<file path="src/rtl/bcd_7seg_pkg.sv">
// Shared constants for the BCD seven-segment scan driver.
// Segment order is {a,b,c,d,e,f,g}, with a in the MSB. Codes 10..15 show a dash.
package bcd_7seg_pkg;

    localparam int SEG_W = 7;

    localparam logic [SEG_W-1:0] SEG_OFF = 7'b0000000;
    localparam logic [SEG_W-1:0] DASH    = 7'b0000001;

    localparam logic [SEG_W-1:0] SEG_TABLE [16] = '{
        7'b1111110,  // 0
        7'b0110000,  // 1
        7'b1101101,  // 2
        7'b1111001,  // 3
        7'b0110011,  // 4
        7'b1011011,  // 5
        7'b1011111,  // 6
        7'b1110000,  // 7
        7'b1111111,  // 8
        7'b1111011,  // 9
        DASH, DASH, DASH, DASH, DASH, DASH
    };

    function automatic logic [SEG_W-1:0] bcd_to_seg(input logic [3:0] bcd);
        return SEG_TABLE[bcd];
    endfunction

endpackage

</file>
<file path="src/rtl/bcd_7seg_scan_driver_if.sv">
// Bundle between the BCD producer (master) and the scan driver (slave).
// The display-pin outputs travel back to the master side.
interface bcd_7seg_scan_driver_if
    import bcd_7seg_pkg::*;
#(
    parameter int NUM_DIGITS = 4
);

    logic [4*NUM_DIGITS-1:0] bcd_in;
    logic [NUM_DIGITS-1:0]   dp_in;
    logic                    load;
    logic                    blank;
    logic [SEG_W-1:0]        seg;
    logic                    dp;
    logic [NUM_DIGITS-1:0]   an;
    logic                    frame_done;

    modport master (
        output bcd_in, dp_in, load, blank,
        input  seg, dp, an, frame_done
    );

    modport slave (
        input  bcd_in, dp_in, load, blank,
        output seg, dp, an, frame_done
    );

endinterface

</file>
<file path="src/rtl/bcd_7seg_scan_driver_decode.sv">
// Combinational BCD to seven-segment decoder, active-high segments.
module bcd_seg_decode
    import bcd_7seg_pkg::*;
(
    input  logic [3:0]       i_bcd,
    output logic [SEG_W-1:0] o_seg
);

    assign o_seg = bcd_to_seg(i_bcd);

endmodule

</file>
<file path="src/rtl/bcd_7seg_scan_driver.sv">
// Time-multiplexed N-digit seven-segment driver.
// The display register only changes on a frame boundary, so a frame never
// mixes digits from two different values. A short dead time opens each slot
// to stop the previous digit ghosting onto the next anode.
module bcd_7seg_scan_driver
    import bcd_7seg_pkg::*;
#(
    parameter int NUM_DIGITS     = 4,
    parameter int REFRESH_DIV    = 50000,
    parameter int DEAD_CYCLES    = 2,
    parameter int LZ_SUPPRESS    = 1,
    parameter int SEG_ACTIVE_LOW = 0,
    parameter int AN_ACTIVE_LOW  = 1
) (
    input  logic                  clk,
    input  logic                  rst,
    bcd_7seg_scan_driver_if.slave bus
);

    localparam int CNT_W = (REFRESH_DIV > 1) ? $clog2(REFRESH_DIV) : 1;
    localparam int IDX_W = (NUM_DIGITS > 1) ? $clog2(NUM_DIGITS) : 1;
    localparam logic [SEG_W-1:0]      SEG_INV = {SEG_W{SEG_ACTIVE_LOW != 0}};
    localparam logic                  DP_INV  = (SEG_ACTIVE_LOW != 0);
    localparam logic [NUM_DIGITS-1:0] AN_INV  = {NUM_DIGITS{AN_ACTIVE_LOW != 0}};

    logic [CNT_W-1:0]        r_cnt;
    logic [IDX_W-1:0]        r_idx;
    logic [4*NUM_DIGITS-1:0] r_display;
    logic [NUM_DIGITS-1:0]   r_dispDp;
    logic [4*NUM_DIGITS-1:0] r_pendBcd;
    logic [NUM_DIGITS-1:0]   r_pendDp;
    logic                    r_pendValid;
    logic                    r_frameDone;
    logic [SEG_W-1:0]        r_seg;
    logic                    r_dp;
    logic [NUM_DIGITS-1:0]   r_an;

    logic                    w_slotEnd;
    logic                    w_frameEnd;
    logic                    w_live;
    logic                    w_anOn;
    logic [NUM_DIGITS-1:0]   w_anOneHot;
    logic [3:0]              w_digit;
    logic                    w_digitDp;
    logic                    w_suppress;
    logic                    w_zeroRun;
    logic [SEG_W-1:0]        w_decSeg;

    assign w_slotEnd  = (r_cnt == CNT_W'(REFRESH_DIV - 1));
    assign w_frameEnd = w_slotEnd && (r_idx == IDX_W'(NUM_DIGITS - 1));
    assign w_anOneHot = NUM_DIGITS'(1) << r_idx;
    assign w_anOn     = w_live && !bus.blank;

    generate
        if (DEAD_CYCLES == 0) begin : g_noDead
            assign w_live = 1'b1;
        end else begin : g_dead
            assign w_live = (r_cnt >= CNT_W'(DEAD_CYCLES));
        end
    endgenerate

    // Prescaler and digit index: one slot per REFRESH_DIV cycles, blank has no effect here.
    always_ff @(posedge clk) begin
        if (rst) begin
            r_cnt       <= '0;
            r_idx       <= '0;
            r_frameDone <= 1'b0;
        end else begin
            r_frameDone <= w_frameEnd;
            if (w_slotEnd) begin
                r_cnt <= '0;
                if (r_idx == IDX_W'(NUM_DIGITS - 1)) begin
                    r_idx <= '0;
                end else begin
                    r_idx <= r_idx + 1'b1;
                end
            end else begin
                r_cnt <= r_cnt + 1'b1;
            end
        end
    end

    // Load path: a load arriving on frame end goes straight to the display, else it waits in pending.
    always_ff @(posedge clk) begin
        if (rst) begin
            r_display   <= '0;
            r_dispDp    <= '0;
            r_pendBcd   <= '0;
            r_pendDp    <= '0;
            r_pendValid <= 1'b0;
        end else if (bus.load && w_frameEnd) begin
            r_display   <= bus.bcd_in;
            r_dispDp    <= bus.dp_in;
            r_pendValid <= 1'b0;
        end else begin
            if (w_frameEnd && r_pendValid) begin
                r_display   <= r_pendBcd;
                r_dispDp    <= r_pendDp;
                r_pendValid <= 1'b0;
            end
            if (bus.load) begin
                r_pendBcd   <= bus.bcd_in;
                r_pendDp    <= bus.dp_in;
                r_pendValid <= 1'b1;
            end
        end
    end

    // Select the active digit and decide whether it is a suppressed leading zero.
    always_comb begin
        w_digit    = 4'd0;
        w_digitDp  = 1'b0;
        w_suppress = 1'b0;
        w_zeroRun  = 1'b1;
        for (int k = NUM_DIGITS - 1; k >= 0; k--) begin
            if (r_display[4*k +: 4] != 4'd0) begin
                w_zeroRun = 1'b0;
            end
            if (r_idx == IDX_W'(k)) begin
                w_digit    = r_display[4*k +: 4];
                w_digitDp  = r_dispDp[k];
                w_suppress = (LZ_SUPPRESS != 0) && (k != 0) && w_zeroRun;
            end
        end
    end

    bcd_seg_decode u_decode (
        .i_bcd (w_digit),
        .o_seg (w_decSeg)
    );

    // Registered pin stage: segments and dp are forced off whenever no anode is enabled.
    always_ff @(posedge clk) begin
        if (rst) begin
            r_an  <= AN_INV;
            r_seg <= SEG_OFF ^ SEG_INV;
            r_dp  <= DP_INV;
        end else if (w_anOn) begin
            r_an  <= w_anOneHot ^ AN_INV;
            r_seg <= (w_suppress ? SEG_OFF : w_decSeg) ^ SEG_INV;
            r_dp  <= w_digitDp ^ DP_INV;
        end else begin
            r_an  <= AN_INV;
            r_seg <= SEG_OFF ^ SEG_INV;
            r_dp  <= DP_INV;
        end
    end

    assign bus.an         = r_an;
    assign bus.seg        = r_seg;
    assign bus.dp         = r_dp;
    assign bus.frame_done = r_frameDone;

endmodule

</file>
<file path="src/flat_wrapper.sv">
// flat-port wrapper written by rule: the top's interface ports become plain ports
module bcd_7seg_scan_driver_flat import bcd_7seg_pkg::*;
#(
    parameter int NUM_DIGITS     = 4,
    parameter int REFRESH_DIV    = 50000,
    parameter int DEAD_CYCLES    = 2,
    parameter int LZ_SUPPRESS    = 1,
    parameter int SEG_ACTIVE_LOW = 0,
    parameter int AN_ACTIVE_LOW  = 1
)
  (clk, rst, bus_bcd_in, bus_dp_in, bus_load, bus_blank, bus_seg, bus_dp, bus_an, bus_frame_done);
  bcd_7seg_scan_driver_if #(.NUM_DIGITS(NUM_DIGITS)) bus_i ();
  input  logic clk;
  input  logic rst;
  input wire logic [$bits(bus_i.bcd_in)-1:0] bus_bcd_in;
  input wire logic [$bits(bus_i.dp_in)-1:0] bus_dp_in;
  input wire logic [$bits(bus_i.load)-1:0] bus_load;
  input wire logic [$bits(bus_i.blank)-1:0] bus_blank;
  output wire logic [$bits(bus_i.seg)-1:0] bus_seg;
  output wire logic [$bits(bus_i.dp)-1:0] bus_dp;
  output wire logic [$bits(bus_i.an)-1:0] bus_an;
  output wire logic [$bits(bus_i.frame_done)-1:0] bus_frame_done;
  assign bus_i.bcd_in = bus_bcd_in;
  assign bus_i.dp_in = bus_dp_in;
  assign bus_i.load = bus_load;
  assign bus_i.blank = bus_blank;
  assign bus_seg = bus_i.seg;
  assign bus_dp = bus_i.dp;
  assign bus_an = bus_i.an;
  assign bus_frame_done = bus_i.frame_done;
  bcd_7seg_scan_driver #(.NUM_DIGITS(NUM_DIGITS), .REFRESH_DIV(REFRESH_DIV), .DEAD_CYCLES(DEAD_CYCLES), .LZ_SUPPRESS(LZ_SUPPRESS), .SEG_ACTIVE_LOW(SEG_ACTIVE_LOW), .AN_ACTIVE_LOW(AN_ACTIVE_LOW)) u_core (.clk(clk), .rst(rst), .bus(bus_i));
endmodule
</file>
<file path="config.mk">
export PLATFORM = sky130hd
export DESIGN_NAME = bcd_7seg_scan_driver_flat
export DESIGN_NICKNAME = d
export VERILOG_FILES = /design/src/rtl/bcd_7seg_pkg.sv /design/src/rtl/bcd_7seg_scan_driver_if.sv /design/src/rtl/bcd_7seg_scan_driver_decode.sv /design/src/rtl/bcd_7seg_scan_driver.sv /design/src/flat_wrapper.sv
export SDC_FILE = /design/constraint.sdc
export NUM_CORES = 1
export LEC_CHECK = 0
export ABC_AREA = 1
export CAP_MARGIN = 25
export CORE_UTILIZATION = 57
export CTS_CLUSTER_SIZE = 8
export DETAILED_ROUTE_END_ITERATION = 6
export PLACE_DENSITY = 0.77
export SLEW_MARGIN = 20
export SYNTH_ARGS = -nofsm -noshare
export SYNTH_HDL_FRONTEND = slang
export SYNTH_HIERARCHICAL = 1
export SYNTH_SLANG_ARGS = --single-unit
</file>
<file path="constraint.sdc">
create_clock -name clk -period 2.9 [get_ports clk]
set_clock_uncertainty 0.15 [all_clocks]
set_input_delay 0.58 -clock clk [delete_from_list [all_inputs] [get_ports clk]]
set_output_delay 0.58 -clock clk [all_outputs]
set_load 0.02 [all_outputs]
</file>
==> impl_metrics.py, run 1 <==
metrics = {
    "status": {
        "status": "finished, final reports clean",
    },
    "die": {
        "start_util": 0.5901,
        "die_y_microns": 83.08,
        "row_count": 29,
        "core_sq_mm": 0.006350,
        "die_w_microns": 83.08,
        "die-area_sq_mm": 0.006902,
        "num_io_pins": 37,
    },
    "global_routing": {
        "grt-busiest-layer": "met2",
        "grtUsageMet1": 0.2904,
        "antenna_found_initial": 0,
        "use_met2": 0.3897,
        "track_usage": 0.2329,
        "grt_max_degree": 42,
        "use_met3": 0.04374,
        "grt_pass1_wl_microns": 13130,
        "grt_overflow": 0,
        "grt_pass1_vias": 3018,
    },
    "sta": {
        "min_period_over_period": 0.8870,
        "slew_headroom": 0.6446,
        "setup_viol": 0,
        "finalHoldViolCount": 0,
        "tightestPinTransition_ns": 0.5313,
        "setup_tns_ns": 0,
        "rsz0062_at_grt": "false",
        "layout_min_cycle_time_ns": 2.572,
        "drv_slew": 0,
        "max_clock_freq_ghz": 0.3888,
    },
    "synth": {
        "netlist_area_sq_mm": 0.003747,
        "muxShareOfSynthArea": 0,
        "synth_area_per_cell_sq_um": 7.070,
        "ys_types": 37,
        "ys_seq_elements": 72,
        "synth_top_family_by_area": "simple AND/OR/NAND/NOR gates",
        "ys_seq_area_frac": 0.3846,
        "synthSimpleGateAreaFrac": 0.2818,
        "synth-compound-area-share": 0.1446,
        "yosys_warnings": 6,
        "syn-num-nets": 566,
        "synth_fa_ha_area_frac": 0.04007,
        "synthXorXnorAreaFrac": 0.01169,
        "synth_cells": 530,
    },
    "finish": {
        "nFillCells": 548,
        "final_cell_area_sq_mm": 0.004348,
        "area_growth_pct": 16.03,
        "diodes": 0,
        "drive_above_1_share": 0.1125,
        "nNetsFinal": 600,
    },
    "clock_network": {
        "htree_levels": 3,
        "cts_buffer_depth": 2,
        "cts_resized": 0,
        "cts_made_buffers": 9,
        "clockRootBuffer": "clkbuf_8",
        "cts_hold_buf": 0,
        "clk_latency_ns": 0.34,
        "clk_pin_slew_worst_paths_ns": 0.08,
        "cts_num_sinks": 72,
        "cts_tree": "built",
        "post_cts_buffers": 0,
    },
    "power": {
        "ir_drop_uv": 306.8,
        "clockPowerShare": 0.436,
        "power_frac_seq": 0.484,
        "p_leak_nw": 2.105,
        "internal_power_mw": 1.649,
        "power.switching_mw": 0.4802,
        "cellPowerDensity_mw_per_mm2": 489.6,
        "pwr-share-comb": 0.081,
        "p_total_mw": 2.129,
        "switching_share": 0.2256,
    },
    "placement": {
        "dp_hpwl_microns": 5181,
        "placed_area_sq_mm": 0.004108,
        "gp_congestion": 0.9119,
        "portBuffers": 36,
    },
    "routing": {
        "drt_pass1_iterations": 5,
        "drt-total-wl_microns": 7507,
        "num_vias": 3187,
        "dr.first_iter.drc_count": 151,
        "drc": 0,
        "ant_nets": 0,
        "wire_per_inst_microns": 11.62,
        "avgViaCountPerCell": 4.933,
    },
    "worst_setup_path": {
        "crit_buf_inv": 5,
        "rr_endpoint": "u_core/bus.seg[3]",
        "cp_top_family": "adder cells",
        "path_class": "flip-flop to flip-flop",
        "reg2regPathDepth": 15,
        "crit_arrival_ns": 2.66,
        "crit_top_cell": "inv_1",
        "cp_slowest_cell": "dfxtp_1",
        "slowest_delay_ns": 0.40,
        "critical_path.cell_chain": "inv_1 -> ha_1 -> nor2_1 -> inv_1 -> o31ai_1 -> o22ai_1 -> inv_1 -> inv_1 -> ha_1 -> nand2_1 -> nand2_1 -> nand2_1 -> nand2_1 -> inv_1 -> nor2_1",
        "required_ns": 2.99,
        "reg2reg_from": "u_core/r_idx[0]",
        "reg2reg_slack_ns": 0.33,
        "critPathMaxFanout": 7,
        "critPathLaunchType": "flip-flop",
        "endpoint_kind": "flip-flop",
    },
    "worst_hold_path": {
        "worstHoldPathType": "flip-flop to flip-flop",
        "min_path_cells": 2,
        "min-delay-start": "u_core/r_pendBcd[15]",
        "min_to": "u_core/r_pendBcd[15]",
    },
    "flow_run": {
        "drv_cap": 0,
    },
}
[cell families (layout without fill, tap and decap cells)]
kind of cell / count (synthesis) / in the layout
simple gates: 236 / 236
buf+inv: 120 / 159
compound gates: 85 / 85
flops: 72 / 72
fa+ha+maj: 12 / 12
xor+xnor: 5 / 5
[worst reg2reg max path, cell delays in order, from the launching register on]
cell and delay [ns]:
dfxtp_1 0.40, inv_1 0.09, ha_1 0.30, nor2_1 0.30
inv_1 0.10, o31ai_1 0.21, o22ai_1 0.09, inv_1 0.11
inv_1 0.10, ha_1 0.30, nand2_1 0.07, nand2_1 0.05
nand2_1 0.05, nand2_1 0.05, inv_1 0.05, nor2_1 0.03
[layer usage]
| layer | wire [microns] | share of wire |
|---|---|---|
| met1 | 3591 | 0.48 |
| met2 | 3511 | 0.47 |
| met3 | 301 | 0.040 |
| met4 | 102 | 0.014 |
| met5 | 0 | 0 |
[per-stage QoR]
stage	setup WS (ns)	hold slack (ns)	utilization	std cells
after global placement	0.4591	0.2876	0.6469	630
final	0.3278	0.3039	0.6847	646
after global routing	0.03345	0.3243	0.6847	646
after floorplan	0.6111	0.2796	-	530
after detailed placement	0.3453	0.2970	0.6469	630
after CTS	0.3494	0.3087	0.6847	646
[sequential cells by signal, indices dropped and copies added, names as in the netlist]
name,flops
u_core/r_cnt,16
u_core/r_display,16
u_core/r_pendBcd,16
u_core/bus.seg,7
u_core/bus.an,4
u_core/r_dispDp,4
u_core/r_pendDp,4
u_core/r_idx,2
u_core/bus.dp,1
u_core/bus.frame_done,1
u_core/r_pendValid,1
[power groups by stage]
stage	Sequential, mW	Clock [mW]	Combinational, mW
2_1_floorplan	1.06	0	0.0972
3_3_place_gp	1.05	0	0.167
3_5_place_dp	1.05	0	0.171
4_1_cts	1.03	0.948	0.173
5_1_grt	1.03	0.986	0.191
6_report	1.03	0.927	0.171
[layout make-up]
type	count	area, sq um	area share
Clock buffer	12	165.2	0.03799
Sequential cell	72	1441	0.3315
Timing Repair Buffer	40	390.4	0.08978
Clock inverter	4	75.07	0.01727
Multi-Input combinational cell	338	1792	0.4121
Inverter	103	387.9	0.08921
Tap cell	77	96.34	0.02216
[cell usage after synthesis (all sizes together)]
master     n  area [sq um]
nand3     20         117.6
o31ai      1         7.510
a32oi      1         8.760
a21boi     1         11.26
nand2    152         585.6
nor3b      1         7.510
ha        12         150.1
a31oi      1         6.260
a21oi     44         302.8
o22ai      1         6.260
o2111ai    3         26.28
inv       99         371.6
dfxtp     72          1441
buf       12         107.6
o211ai     2         15.01
nor3       6         41.29
nor2      49         224.0
or2        2         12.51
clkinv     4         16.26
a211oi     1         7.510
nand4      6         67.56
clkbuf     5         18.77
o21ai     30         150.1
xor2       5         43.79
[worst max path at each step]
stage                    startpoint                end  slack (ns)  cells after the start
finish              u_core/r_idx[0]  u_core/bus.seg[3]        0.33                     15
global route        u_core/r_idx[0]  u_core/bus.seg[3]        0.03                     15
CTS                 u_core/r_idx[0]  u_core/bus.seg[3]        0.35                     15
detailed placement  u_core/r_idx[0]  u_core/bus.seg[3]        0.35                     15
global placement    u_core/r_idx[0]  u_core/bus.seg[3]        0.46                     15
floorplan           u_core/r_idx[0]  u_core/bus.seg[3]        0.61                     15
[cells in the final DEF (no fill, tap or decap), types with 2 or more instances in the layout]
| cell | n |
|---|---|
| a21oi_1 | 22 |
| a21oi_2 | 22 |
| buf_4 | 4 |
| bufinv_16 | 2 |
| clkbuf_8 | 12 |
| clkdlybuf4s50_1 | 36 |
| clkinv_1 | 3 |
| clkinvlp_4 | 2 |
| dfxtp_1 | 72 |
| ha_1 | 12 |
| inv_1 | 95 |
| inv_2 | 4 |
| nand2_1 | 146 |
| nand2_2 | 6 |
| nand3_1 | 18 |
| nand4_1 | 4 |
| nand4_4 | 2 |
| nor2_1 | 44 |
| nor2_2 | 3 |
| nor2_8 | 2 |
| nor3_1 | 5 |
| o2111ai_1 | 3 |
| o211ai_1 | 2 |
| o21ai_0 | 15 |
| o21ai_1 | 15 |
| or2_0 | 2 |
| xor2_1 | 5 |
Note: power is estimated with default switching activity, not from simulation.
==> run 2: changes to the inputs <==
Settings changed: CORE_UTILIZATION 57 to 46, PLACE_DENSITY 0.77 to 0.64.
==> run 2 against run 1 <==
Against the previous run: non-clock buffer count rose by 1; first-iteration DRC count increased by 14%; total power fell by 5.5%; via count down 2.2%; global-route usage fell by 3.3 points; combinational power about the same; fmax shrank 0.79%; flip-flop and latch count unchanged; register-to-register slack got worse by 0.02 ns; critical endpoint unchanged.
==> impl_metrics.py, run 2 (synthesis gave the netlist of run 1 again) <==
metrics = {
    "worst_setup_path": {
        "required_ns": 2.99,
        "path_class": "flip-flop to flip-flop",
        "critPathLaunchType": "flip-flop",
        "critPathMaxFanout": 7,
        "endpoint_kind": "flip-flop",
        "reg2regPathDepth": 15,
        "crit_arrival_ns": 2.68,
    },
    "global_routing": {
        "grtUsageMet1": 0.2609,
        "grt_pass1_wl_microns": 13360,
        "grt_pass1_vias": 2943,
        "antenna_found_initial": 0,
        "grt-busiest-layer": "met2",
        "use_met3": 0.04312,
        "track_usage": 0.1999,
        "use_met2": 0.3178,
        "grt_overflow": 0,
        "grt_max_degree": 42,
    },
    "clock_network": {
        "cts_num_sinks": 72,
        "clk_latency_ns": 0.35,
        "post_cts_buffers": 0,
        "cts_resized": 0,
        "cts_made_buffers": 9,
        "clockRootBuffer": "clkbuf_8",
        "cts_tree": "built",
        "cts_buffer_depth": 2,
        "clk_pin_slew_worst_paths_ns": 0.07,
        "cts_hold_buf": 0,
        "htree_levels": 3,
    },
    "routing": {
        "drc": 0,
        "ant_nets": 0,
        "dr.first_iter.drc_count": 172,
        "wire_per_inst_microns": 11.46,
        "drt-total-wl_microns": 7700,
        "num_vias": 3117,
        "drt_pass1_iterations": 4,
        "avgViaCountPerCell": 4.638,
    },
    "finish": {
        "most-common-layout-cells": "146 x nand2_1, 95 x inv_1, 72 x dfxtp_1, 44 x nor2_1, 36 x clkdlybuf4s50_1",
        "nNetsFinal": 601,
        "fin_cells": 672,
        "multiInputGateArea_sq_mm": 0.001792,
        "final_util": 0.5566,
        "drive_above_1_share": 0.1105,
        "nFillCells": 779,
        "final_common_cell": "nand2_1",
        "seqCellArea_sq_mm": 0.001441,
        "area_growth_pct": 15.96,
        "largestRegisters": "u_core/r_cnt: 16 flops, u_core/r_display: 16 flops, u_core/r_pendBcd: 16 flops",
        "diodes": 0,
    },
    "placement": {
        "gp_congestion": 0.8625,
        "portBuffers": 36,
        "dp.cells": 656,
        "dp_hpwl_microns": 5300,
        "place_ws_ns": 0.3428,
    },
    "die": {
        "core_sq_mm": 0.007807,
        "start_util": 0.4800,
        "row_count": 32,
        "die-area_sq_mm": 0.008511,
        "die_y_microns": 92.26,
        "num_io_pins": 37,
        "die_w_microns": 92.26,
    },
    "power": {
        "clockPowerShare": 0.404,
        "cellPowerDensity_mw_per_mm2": 463.0,
        "p_total_mw": 2.012,
        "power.switching_mw": 0.4757,
        "pwr-share-comb": 0.085,
        "ir_drop_uv": 281.3,
        "power_frac_seq": 0.512,
        "switching_share": 0.2364,
        "internal_power_mw": 1.536,
        "p_leak_nw": 2.098,
    },
    "sta": {
        "rsz0062_at_grt": "false",
        "layout_min_cycle_time_ns": 2.593,
        "drv_slew": 0,
        "finalHoldViolCount": 0,
        "setup_viol": 0,
        "setup_tns_ns": 0,
        "max_clock_freq_ghz": 0.3857,
        "min_period_over_period": 0.8940,
        "fin_ws_ns": 0.3074,
        "slew_headroom": 0.6532,
        "tightestPinTransition_ns": 0.5183,
    },
    "flow_run": {
        "drv_cap": 0,
    },
    "worst_hold_path": {
        "min_path_cells": 2,
        "worstHoldPathType": "flip-flop to flip-flop",
    },
    "status": {
        "status": "finished, final reports clean",
    },
}
-- run 2: cell types whose count changed in the layout (fill, tap and decap cells not counted), sizes merged --
cell	change
buf	+1
bufinv	-1
clkbuf	+1
clkinv	+2
clkinvlp	-2
-- run 2: worst paths after layout --
kind | from | to | slack (ns)
worst max-delay path | u_core/r_idx[0] | u_core/bus.seg[3] | 0.31
worst min register to register | u_core/r_pendDp[3] | u_core/r_pendDp[3] | 0.30
worst min-delay path | u_core/r_pendDp[3] | u_core/r_pendDp[3] | 0.30
worst max register to register | u_core/r_idx[0] | u_core/bus.seg[3] | 0.31
-- run 2: per-stage QoR --
stage,area [sq um],hold WS (ns)
floorplan,3747,0.2796
global placement,4146,0.2879
detailed placement,4146,0.2945
CTS,4345,0.3054
global route,4345,0.3257
finish,4345,0.3042
-- run 2: layer usage --
| layer | routed length [microns] | vias to the layer above |
|---|---|---|
| li1 | - | 1695 |
| met1 | 3863 | 1344 |
| met2 | 3380 | 64 |
| met3 | 294 | 14 |
| met4 | 161 | 0 |
| met5 | 0 | - |
-- run 2: cell type report --
type,count,area share
Clock buffer,13,0.03657
Clock inverter,3,0.009214
Inverter,103,0.08926
Multi-Input combinational cell,338,0.4123
Sequential cell,72,0.3317
Tap cell,102,0.02937
Timing Repair Buffer,41,0.09156
-- run 2: worst max-delay path, cell delays in order, from the launching register on --
cell	delay [ns]
dfxtp_1	0.41
inv_1	0.09
ha_1	0.29
nor2_1	0.32
inv_1	0.10
o31ai_1	0.20
o22ai_1	0.09
inv_1	0.11
inv_1	0.10
ha_1	0.30
nand2_1	0.08
nand2_1	0.06
nand2_1	0.05
nand2_1	0.04
inv_1	0.05
nor2_1	0.03
-- run 2: power groups by stage --
stage,Clock [mW],Combinational [mW],Sequential [mW]
floorplan,0,0.0972,1.06
global placement,0,0.169,1.05
detailed placement,0,0.172,1.05
CTS,0.828,0.172,1.03
global route,0.885,0.194,1.03
finish,0.812,0.170,1.03
